`config.mk`:
```
export PLATFORM = sky130hd
export DESIGN_NAME = mem_access_unit
export DESIGN_NICKNAME = d
export VERILOG_FILES = /design/src/rtl/mem_access_pkg.sv /design/src/rtl/byte_lane_merge.sv /design/src/rtl/mem_access_unit.sv
export SDC_FILE = /design/constraint.sdc
export NUM_CORES = 1
export LEC_CHECK = 0
export ABC_AREA = 1
export CORE_MARGIN = 4
export CORE_UTILIZATION = 45
export CTS_CLUSTER_SIZE = 20
export DETAILED_ROUTE_END_ITERATION = 10
export PLACE_DENSITY = 0.78
export SLEW_MARGIN = 20
export SYNTH_ARGS = -nofsm -noshare
export SYNTH_HDL_FRONTEND = slang
export SYNTH_SLANG_ARGS = --single-unit
```
`constraint.sdc`:
```
create_clock -name clock -period 3.8 [get_ports clock]
set_input_delay 0.38 -clock clock [delete_from_list [all_inputs] [get_ports clock]]
set_output_delay 0.38 -clock clock [all_outputs]
set_load 0.01 [all_outputs]
```
`src/rtl/mem_access_pkg.sv`:
```
// ============================================================================
// Module   : mem_access_pkg
// Brief    : Shared op codes, MEM-stage state encoding and big-endian lanes.
// Revision : 1.0 - initial release
// ============================================================================
`default_nettype none

package mem_access_pkg;

    typedef enum logic [1:0] {
        OP_LW = 2'b00,
        OP_SW = 2'b01,
        OP_LB = 2'b10,
        OP_SB = 2'b11
    } op_e;

    typedef enum logic [2:0] {
        IDLE    = 3'd0,
        ISSUE   = 3'd1,
        CAPTURE = 3'd2,
        MERGE   = 3'd3,
        WRITE   = 3'd4,
        FIN     = 3'd5
    } state_e;

    // Big-endian: byte offset 0 lives in the most significant lane.
    localparam logic [1:0] LANE_B0 = 2'd0;
    localparam logic [1:0] LANE_B1 = 2'd1;
    localparam logic [1:0] LANE_B2 = 2'd2;
    localparam logic [1:0] LANE_B3 = 2'd3;
    localparam int         LANE_W  = 8;

    // Bit position of the lane's LSB: 8 * (3 - sel).
    function automatic logic [4:0] lane_lsb(input logic [1:0] sel);
        return {~sel, 3'b000};
    endfunction

endpackage

`default_nettype wire

```
`src/rtl/byte_lane_merge.sv`:
```
// ============================================================================
// Module   : byte_lane_merge
// Brief    : Big-endian byte extract/sign-extend and byte merge into a word.
// Revision : 1.0 - initial release
// ============================================================================
`default_nettype none

module byte_lane_merge
    import mem_access_pkg::*;
(
    input  logic [1:0]  i_sel,
    input  logic [31:0] i_word,
    input  logic [7:0]  i_byte,
    output logic [31:0] o_byte_sext,
    output logic [31:0] o_word_merged
);

    logic [4:0]        w_lsb;
    logic [LANE_W-1:0] w_byte;

    always_comb begin
        w_lsb         = lane_lsb(i_sel);
        w_byte        = i_word[w_lsb +: LANE_W];
        o_byte_sext   = {{(32-LANE_W){w_byte[LANE_W-1]}}, w_byte};
        o_word_merged = i_word;
        o_word_merged[w_lsb +: LANE_W] = i_byte;
    end

endmodule

`default_nettype wire

```
`src/rtl/mem_access_unit.sv`:
```
// ============================================================================
// Module   : mem_access_unit
// Brief    : MEM-stage load/store initiator for a word-only data memory;
//            byte stores use read-modify-write. Optional MEM_ACCESS_COUNT_EN
//            adds saturating read/write strobe counters.
// Revision : 1.0 - initial release
// ============================================================================
`default_nettype none

module mem_access_unit
    import mem_access_pkg::*;
#(
    parameter int ADDR_W    = 8,
    parameter int DATA_W    = 32,
    parameter int MEM_WORDS = 128
) (
    input  logic              clock,
    input  logic              reset,
    input  logic              start,
    input  logic [1:0]        op,
    input  logic [31:0]       addr,
    input  logic [31:0]       store_data,
    output logic [31:0]       load_data,
    output logic              done,
    output logic              error,
    output logic              busy,
    output logic              memWrite,
    output logic              memRead,
    output logic [ADDR_W-1:0] memaddress,
    output logic [DATA_W-1:0] invalue,
    output logic              mem_stage4,
    input  logic [DATA_W-1:0] outvalue
`ifdef MEM_ACCESS_COUNT_EN
    ,
    output logic [15:0]       rd_count,
    output logic [15:0]       wr_count
`endif
);

    localparam logic [31:0] C_WORD_LIMIT = 32'(MEM_WORDS);

    state_e              state_q, state_d;
    op_e                 op_q, op_d;
    logic [ADDR_W+1:0]   addr_q, addr_d;
    logic [31:0]         wdata_q, wdata_d;
    logic                err_q, err_d;
    logic [31:0]         load_data_q, load_data_d;
    logic [31:0]         wbuf_q, wbuf_d;

    logic [31:0]         w_word_idx;
    logic                w_req_err;
    logic [31:0]         w_byte_sext;
    logic [31:0]         w_word_merged;

    byte_lane_merge u_lane (
        .i_sel         (addr_q[1:0]),
        .i_word        (outvalue),
        .i_byte        (wdata_q[7:0]),
        .o_byte_sext   (w_byte_sext),
        .o_word_merged (w_word_merged)
    );

    // Request validation uses the live inputs at the accepting edge.
    always_comb begin
        w_word_idx = 32'(addr[ADDR_W+1:2]);
        w_req_err  = (addr[31:ADDR_W+2] != '0)
                  || (w_word_idx >= C_WORD_LIMIT)
                  || (((op == OP_LW) || (op == OP_SW)) && (addr[1:0] != 2'b00));
    end

    always_comb begin
        state_d     = state_q;
        op_d        = op_q;
        addr_d      = addr_q;
        wdata_d     = wdata_q;
        err_d       = err_q;
        load_data_d = load_data_q;
        wbuf_d      = wbuf_q;
        case (state_q)
            IDLE: begin
                if (start) begin
                    op_d    = op_e'(op);
                    addr_d  = addr[ADDR_W+1:0];
                    wdata_d = store_data;
                    err_d   = w_req_err;
                    state_d = w_req_err ? FIN : ISSUE;
                end
            end
            ISSUE: begin
                case (op_q)
                    OP_SW:   state_d = FIN;
                    OP_SB:   state_d = MERGE;
                    default: state_d = CAPTURE;
                endcase
            end
            CAPTURE: begin
                load_data_d = (op_q == OP_LW) ? outvalue : w_byte_sext;
                state_d     = FIN;
            end
            MERGE: begin
                wbuf_d  = w_word_merged;
                state_d = WRITE;
            end
            WRITE:   state_d = FIN;
            FIN:     state_d = IDLE;
            default: state_d = IDLE;
        endcase
    end

    always_ff @(posedge clock or posedge reset) begin
        if (reset) begin
            state_q     <= IDLE;
            op_q        <= OP_LW;
            addr_q      <= '0;
            wdata_q     <= '0;
            err_q       <= 1'b0;
            load_data_q <= '0;
            wbuf_q      <= '0;
        end else begin
            state_q     <= state_d;
            op_q        <= op_d;
            addr_q      <= addr_d;
            wdata_q     <= wdata_d;
            err_q       <= err_d;
            load_data_q <= load_data_d;
            wbuf_q      <= wbuf_d;
        end
    end

    // Memory port is a pure function of state; idle states drive all zeros.
    always_comb begin
        mem_stage4 = 1'b0;
        memRead    = 1'b0;
        memWrite   = 1'b0;
        memaddress = '0;
        invalue    = '0;
        case (state_q)
            ISSUE: begin
                mem_stage4 = 1'b1;
                memaddress = addr_q[ADDR_W+1:2];
                if (op_q == OP_SW) begin
                    memWrite = 1'b1;
                    invalue  = wdata_q;
                end else begin
                    memRead  = 1'b1;
                end
            end
            WRITE: begin
                mem_stage4 = 1'b1;
                memWrite   = 1'b1;
                memaddress = addr_q[ADDR_W+1:2];
                invalue    = wbuf_q;
            end
            default: ;
        endcase
    end

    assign busy      = (state_q != IDLE);
    assign done      = (state_q == FIN);
    assign error     = (state_q == FIN) && err_q;
    assign load_data = load_data_q;

`ifdef MEM_ACCESS_COUNT_EN
    logic [15:0] rd_count_q, rd_count_d;
    logic [15:0] wr_count_q, wr_count_d;

    always_comb begin
        rd_count_d = rd_count_q;
        wr_count_d = wr_count_q;
        if (mem_stage4 && memRead && (rd_count_q != 16'hFFFF)) begin
            rd_count_d = rd_count_q + 16'd1;
        end
        if (mem_stage4 && memWrite && (wr_count_q != 16'hFFFF)) begin
            wr_count_d = wr_count_q + 16'd1;
        end
    end

    always_ff @(posedge clock or posedge reset) begin
        if (reset) begin
            rd_count_q <= '0;
            wr_count_q <= '0;
        end else begin
            rd_count_q <= rd_count_d;
            wr_count_q <= wr_count_d;
        end
    end

    assign rd_count = rd_count_q;
    assign wr_count = wr_count_q;
`endif

endmodule

`default_nettype wire

```
# Yosys cells after proc, flatten, opt, wreduce, memory -nomap -nowiden
# Index checks and enable logic that the tools add are counted.
# op_classes
addsub,1
magnitude_cmp,1
eq_ne,9
shifts,3
muxes,14
n_bitwise,1
n_reduce_logical,14
# op_table
operator,n
32-bit 2-to-1 mux,2
32-bit one-hot mux with 2 select lines,1
32-bit bitwise mux,1
"8-bit by 7-bit variable shift with 32-bit output, first input constant",1
32-bit by 6-bit variable part select with 8-bit output,1
8-bit by 7-bit variable part select with 32-bit output,1
22-bit nonzero test,1
3-bit one-hot mux with 4 select lines,1
"8-bit >= comparator, second input constant",1
8-bit 2-to-1 mux,1
5-bit negator with 7-bit output,1
"3-bit by 2-bit equality test with 1-bit output, second input constant",2
"3-bit equality test, second input constant",2
3-bit 2-to-1 mux,2
3-bit one-hot mux with 2 select lines,1
"2-bit by 1-bit equality test with 1-bit output, second input constant",2
2-bit logical NOT,2
1-bit 2-to-1 mux,4
2-bit OR reduction,2
"3-bit by 1-bit equality test with 1-bit output, second input constant",1
3-bit logical NOT,1
1-bit logical OR,3
3-bit nonzero test,1
"2-bit equality test, second input constant",1
6 further kinds,7
# word_totals
register_bits,112
word_cells,50

# Longest topological paths before layout
# Gate-level depths: netlist (run 1).
# depth
ltp_word,7
depth_mapped,9

# Hierarchy
# Synthesis (run 1) repeated with hierarchy kept, for this count alone.
# hier_totals
hier_cells,813
area_unflattened_um2,6453.7
# by_module_without_submodules
mod,n_inst,cells_per_inst,area_each_um2
mem_access_unit,1,561,5248.8
byte_lane_merge,1,252,1204.9

# Worst setup path after synthesis (run 1)
# OpenSTA, ideal clock, no wires.
# synth_timing
kind,reg2reg
startpoint,register addr_q[0]
endpoint,register wbuf_q[0]
arrival_time_ps,1708
required_ps,3718
slack_ps,2010
stages_incl_launch_ff,8
synth_period_minus_slack_ps,1790
cell_sequence,dfrtp_1 buf_2 inv_2 buf_2 ha_1 nor3_2 nand3_1 a31oi_1
# synth_via
elab_chain_len,4
elab_cells_between_ends,5
cone_classes,add/sub (1); shift (2); mux (1); bitwise (1)
# synth_lines
element,line_no,rtl
"start, declared",mem_access_unit.sv:44,"logic [ADDR_W+1:0] addr_q, addr_d;"
"start signal, assigned",mem_access_unit.sv:122,addr_q <= addr_d;
2-bit inverter (*),mem_access_pkg.sv:35,"return {~sel, 3'b000};"
5-bit negator with 7-bit output (*),byte_lane_merge.sv:26,o_word_merged[w_lsb +: LANE_W] = i_byte;
8-bit by 7-bit variable part select with 32-bit output or 8-bit by 7-bit variable shift with 32-bit output (tied branches),byte_lane_merge.sv:26,
32-bit bitwise mux (*),byte_lane_merge.sv:26,
"end signal, assigned",mem_access_unit.sv:126,wbuf_q <= wbuf_d;
"end, declared",mem_access_unit.sv:48,"logic [31:0] wbuf_q, wbuf_d;"
# Every way passes the cells marked *; elsewhere a longest branch is shown, timed or not.
# A chain may end at the register's enable or synchronous reset.

# Worst setup path after layout (run 1)
# layout_timing
startpoint,register state_q[0]
endpoint,output invalue[30]
# layout_via
elab_chain_len,2
elab_cells_between_ends,3
cone_classes,eq/ne (2); mux (1)
# layout_lines
element,line_no,rtl
"start, declared",mem_access_unit.sv:42,"state_e state_q, state_d;"
"start signal, assigned",mem_access_unit.sv:120,state_q <= state_d;
3-bit equality test or 3-bit by 1-bit equality test with 1-bit output (tied branches),mem_access_unit.sv:137,case (state_q)
32-bit one-hot mux with 2 select lines (*),mem_access_unit.sv:137,
"end, declared",mem_access_unit.sv:30,"output logic [DATA_W-1:0] invalue,"
# Marked as above.

==> flow_metrics.py, run 1 <==
metrics = {
    "sta": {
        "period_share_pct": 80.5,
        "holdWs_ns": 0.475,
        "worstMarginPinSlew_ns": 0.939,
        "setup-violations-final": 0,
        "final-hold-violation-count": 0,
        "slew-limit-headroom_pct": 37.3,
        "fmax_ghz": 0.327,
        "fin_tns_setup_ns": 0,
        "period_needed_ns": 3.06,
        "slew_viol_final": 0,
        "skew_ns": 0.00903,
        "grt_setup_unrepaired": "false",
    },
    "layout": {
        "area_growth_pct": 39.3,
        "stdcell_count": 1066,
        "fin_nets": 999,
        "mostFrequentLayoutCell": "clkdlybuf4s50_1",
        "final_cell_mix": "clkdlybuf4s50_1, nand2_1, dfrtp_1",
        "num_antenna_cells": 0,
        "drive_gt1_share_pct": 4.12,
    },
    "critical_path": {
        "worstPathMaxFanout": 18,
        "critPathBufInv": 3,
        "path_class": "flip-flop to output pin",
        "cp.required_ns": 3.42,
        "critical_path.top_delay_family": "buffers and inverters",
        "cp_cell_sequence": "inv_2, nand2_2, nor2_2, buf_4, nand2_1, o21ai_0, clkdlybuf4s50_1",
        "startpoint_type": "flip-flop",
        "cpMaxStageDelayCell": "nor2_2",
        "setup.worst_path.end_class": "output pin",
        "slowest_delay_ns": 0.60,
        "cp.arrival_ns": 2.68,
    },
    "synth": {
        "seq_area_frac_synth_pct": 49.5,
        "netlist_instances": 735,
        "ys.flop_type": "dfrtp_1",
        "synth_top_area_share_pct": 49.5,
        "synth-edff-count": 0,
        "ys_seq_elements": 112,
        "syn-cell-area_sq_mm": 0.00567,
        "synth.net_count": 841,
        "avgSynthCellArea_sq_um": 7.71,
        "async_flop_share_pct": 100,
        "synth.distinct_cells": 26,
        "synthTopCellsByArea": "dfrtp_1, nand2_1, o21ai_0",
        "synth_area_leader_cell": "dfrtp_1",
        "yosys_warnings": 0,
    },
    "route": {
        "drtIter0Drc": 521,
        "wl_per_cell_um": 15.8,
        "ant_nets": 0,
        "drc": 0,
        "dr.pass1.iters": 7,
        "routed_wl_um": 16900,
        "via_per_inst": 5.09,
        "vias": 5429,
    },
    "pwr": {
        "ir_drop_mv": 0.562,
        "cellLeakagePower_nw": 3.50,
        "power.density_mw_per_mm2": 813,
    },
    "floorplan": {
        "placementRows": 40,
        "fp.dieW_um": 120,
        "die_y_um": 120,
        "core_sq_mm": 0.0122,
        "die_area_sq_mm": 0.0144,
        "start_util_pct": 46.6,
        "pin_count": 179,
    },
    "cts": {
        "cts_buffer_depth": 2,
        "numCtsBuffers": 9,
        "clk_pin_slew_ns": 0.07,
        "clk_latency_ns": 0.36,
        "cts_resized": 0,
        "cts_max_level": 3,
        "post_cts_buffers": 0,
        "postCtsHoldBufs": 0,
        "cts_sinks": 112,
        "cts_tree": "built",
        "cts-root-buf": "clkbuf_16",
    },
    "placement": {
        "numPortBuffers": 178,
        "gp_congestion": 0.862,
        "hpwl_um": 12400,
        "dp.cells": 1050,
    },
    "run_status": {
        "status": "complete, no violations",
    },
    "grt": {
        "grt_pass1_vias": 5231,
        "grt_pass1_wl_um": 26700,
        "antenna_found_initial": 0,
        "grt_max_degree": 65,
        "grt_overflow": 0,
        "track_usage_pct": 23.4,
    },
    "worst_hold_path": {
        "hold_path_class": "flip-flop to flip-flop",
    },
    "run": {
        "cap_violations": 0,
    },
}
## per-stage QoR
step           instance area [sq um]  power, mW  util [%]  setup WS, ns
2_1_floorplan                   5670       3.84         -         0.461
3_3_place_gp                    7530       5.21      61.9          1.15
3_5_place_dp                    7530       5.26      61.9          1.12
4_1_cts                         7890       6.44      64.9         0.735
5_1_grt                         7890       6.89      64.9         0.573
6_report                        7890       6.41      64.9         0.740
## worst paths after layout
kind,startpoint,end,slack (ns),cells past startpoint
worst max-delay path,state_q[0],invalue[30],0.74,7
min in group asynchronous,reset,wdata_q[28],0.49,2
worst min-delay path,err_q,err_q,0.48,2
worst min register to register,err_q,err_q,0.48,2
worst max register to register,addr_q[0],wbuf_q[1],1.49,5
max in group asynchronous,reset,wdata_q[18],2.56,3
## flip-flops by register name (all words and copies together), names as in the netlist
signal	count
addr_q	10
err_q	1
load_data	32
op_q	2
state_q	3
wbuf_q	32
wdata_q	32
## kinds of logic after synthesis
family	after synthesis	synth area share, %
and+or+nand+nor	292	20.6
buffers and inverters	131	9.72
AOI/OAI and AO/OA	195	19.1
adders and majority gates	5	1.10
DFF	112	49.5
## Yosys cell counts, types with 3 or more instances
cell type / n
a21oi_1: 29
a22oi_1: 25
a31oi_1: 32
buf_1: 3
buf_2: 29
buf_6: 3
clkbuf_1: 4
dfrtp_1: 112
ha_1: 5
inv_1: 85
inv_2: 6
nand2_1: 158
nand2_2: 3
nand3_1: 10
nand4_1: 8
nor2_1: 106
nor2_2: 3
o21ai_0: 102
o21ai_1: 5
## power breakdown
group / total, mW / switching [mW] / internal [mW] / leakage, nW
clock: 1.14 / 0.431 / 0.713 / 0.174
combinational: 3.15 / 1.76 / 1.39 / 2.03
sequential: 2.12 / 0.355 / 1.77 / 1.30
total: 6.41 / 2.55 / 3.87 / 3.50
## per-layer routing
| metal | GRT usage (%) | routed length, um | vias up |
|---|---|---|---|
| li1 | - | - | 2697 |
| met1 | 31.6 | 7260 | 2500 |
| met2 | 37.4 | 7830 | 213 |
| met3 | 6.45 | 1540 | 19 |
| met4 | 5.80 | 241 | 0 |
| met5 | 0 | 0 | - |
## cell type report
type                       instances  area, sq um
clock buffer                      11          233
clock inverter                     5          129
fill                            1048         4270
inverter                          92          348
multi-input combinational        492         2320
sequential                       112         2800
tap                              168          210
timing repair buffer             186         1850
## worst register-to-register path, stage by stage, from the launching register on
cell,delay [ns]
dfrtp_1,0.71
inv_2,0.27
ha_1,0.41
nor3_2,0.51
nand3_1,0.18
a31oi_1,0.17
Power figures use the tool's default switching activity.
==> run 2, diff against run 1 <==
Clock period 3.8 ns to 2.9 ns, I/O delays scaled along.
==> run 2 against run 1 <==
Critical path depth stayed put. Non-clock buffer count rose by 4. Clock skew down 0.0029 ns. Sequential power grew 29%. First-iteration DRC count down 16%. Routed wire length rose by 2.9%. Die area did not move. Design area about the same. Power rose by 28%. Register-to-register slack got worse by 0.76 ns. Combinational power grew 34%. Critical path type unchanged. Largest cell class unchanged.
==> flow_metrics.py, run 2 (synthesis gave the netlist of run 1 again) <==
metrics = {
    "run_status": {
        "status": "complete, no violations",
    },
    "grt": {
        "antenna_found_initial": 0,
        "grt_use_met3_pct": 6.92,
        "grt_pass1_vias": 5307,
        "grt_pass1_wl_um": 27600,
        "grt_overflow": 0,
        "grt_util_met1_pct": 32.5,
        "met2_usage_pct": 38.5,
        "grt_max_degree": 65,
        "busiest_layer": "met2",
        "track_usage_pct": 24.0,
    },
    "cts": {
        "cts_max_level": 3,
        "cts-root-buf": "clkbuf_16",
        "cts_buffer_depth": 2,
        "cts_tree": "built",
        "numCtsBuffers": 9,
        "cts_sinks": 112,
        "clk_latency_ns": 0.35,
        "clk_pin_slew_ns": 0.07,
    },
    "layout": {
        "stdcell_count": 1070,
        "drive_gt1_share_pct": 4.77,
        "n_fill_cell": 1077,
        "mostFrequentLayoutCell": "clkdlybuf4s50_1",
        "num_antenna_cells": 0,
        "final_cell_mix": "clkdlybuf4s50_1, nand2_1, dfrtp_1",
        "fin_nets": 1004,
        "area_growth_pct": 39.5,
    },
    "sta": {
        "setup-violations-final": 0,
        "skew_ns": 0.00609,
        "worst_slack_ns": 0.160,
        "period_needed_ns": 2.74,
        "holdWs_ns": 0.395,
        "grt_setup_unrepaired": "false",
        "period_share_pct": 94.5,
        "slew-limit-headroom_pct": 53.2,
        "fmax_ghz": 0.365,
        "slew_viol_final": 0,
        "fin_tns_setup_ns": 0,
        "final-hold-violation-count": 0,
        "worstMarginPinSlew_ns": 0.700,
    },
    "critical_path": {
        "setup.worst_path.end_class": "output pin",
        "path_class": "flip-flop to output pin",
        "worstPathMaxFanout": 17,
        "startpoint_type": "flip-flop",
        "cp.required_ns": 2.61,
        "cp.arrival_ns": 2.45,
    },
    "pwr": {
        "power.density_mw_per_mm2": 1040,
        "cellLeakagePower_nw": 3.49,
        "ir_drop_mv": 0.527,
        "finalPower_mw": 8.22,
    },
    "route": {
        "vias": 5481,
        "drtIter0Drc": 440,
        "wl_per_cell_um": 16.2,
        "via_per_inst": 5.12,
        "drc": 0,
        "routed_wl_um": 17400,
        "ant_nets": 0,
        "dr.pass1.iters": 5,
    },
    "placement": {
        "preCtsSetupSlack_ns": 0.418,
        "numPortBuffers": 178,
        "gp_congestion": 0.898,
        "hpwl_um": 13000,
        "dp.cells": 1052,
    },
    "floorplan": {
        "fp.dieW_um": 120,
        "core_sq_mm": 0.0122,
        "die_area_sq_mm": 0.0144,
        "die_y_um": 120,
        "start_util_pct": 46.6,
        "placementRows": 40,
        "pin_count": 179,
    },
    "worst_hold_path": {
        "hold_path_class": "primary input to asynchronous set/reset pin",
    },
    "run": {
        "cap_violations": 0,
    },
}
-- run 2: changes by cell type in the layout (fill, tap and decap cells not counted), moves of 2 or more --
cell | previous run | this run
clkinvlp_4 | 0 | 3
buf_4 | 7 | 9
bufinv_16 | 4 | 1
clkbuf_8 | 0 | 2
buf_12 | 1 | 3
-- run 2: path summary, 6_finish.rpt --
check	start	endpoint	slack (ns)	cells past startpoint
max	state_q[2]	invalue[0]	0.16	7
min	reset	addr_q[4]	0.39	2
max reg2reg	addr_q[0]	wbuf_q[23]	0.73	6
min reg2reg	load_data[0]	load_data[0]	0.48	2
max in group asynchronous	reset	wdata_q[7]	1.81	3
min in group clock	op[0]	op_q[0]	0.48	3
-- run 2: area by class of cell --
class	count	area (sq um)	share of cell area, %
well taps	168	210	2.66
repair inverters	1	7.51	0.0950
inverters	92	353	4.47
flip-flops and latches	112	2800	35.5
multi-input cells	492	2320	29.4
repair buffers	190	1910	24.2
clock buffers	13	260	3.29
clock inverters	2	38.8	0.491
-- run 2: power breakdown --
part           total (mW)  leakage (nW)  internal, mW  switching (mW)
Sequential           2.74          1.30          2.32           0.425
Clock                1.26         0.146         0.715           0.548
Combinational        4.21          2.05          1.84            2.37
-- run 2: routing by layer --
layer / routed length [um] / part of all wire [%] / vias up
met1: 7440 / 43 / 2544
met5: 0 / 0 / -
met4: 291 / 1.7 / 0
li1: - / - / 2704
met3: 1400 / 8.1 / 23
met2: 8220 / 47 / 210
-- run 2: per-stage QoR --
stage | util, % | cell area (sq um)
2_1_floorplan | - | 5670
3_3_place_gp | 62.2 | 7570
3_5_place_dp | 62.2 | 7570
4_1_cts | 64.7 | 7870
5_1_grt | 65.0 | 7900
6_report | 65.0 | 7900
-- run 2: repair_timing --
action | CTS | global route
resized for setup | 0 | 4
hold buffers | 0 | 0
buffers inserted | 0 | 2
endpoints found under the setup margin | 0 | 33
-- run 2: critical path: stages (launching register included) --
cell and delay [ns]:
dfrtp_1 0.47, inv_2 0.11, nand3_1 0.19, nor2_4 0.24
clkinvlp_4 0.12, buf_4 0.20, o21ai_0 0.20, clkdlybuf4s50_1 0.57
==> run 3, diff against run 2 <==
Settings changed: GPL_ROUTABILITY_DRIVEN from default to 1.
==> results of run 3 <==
No change in the layout: final DEF, timing and power equal those of run 2.
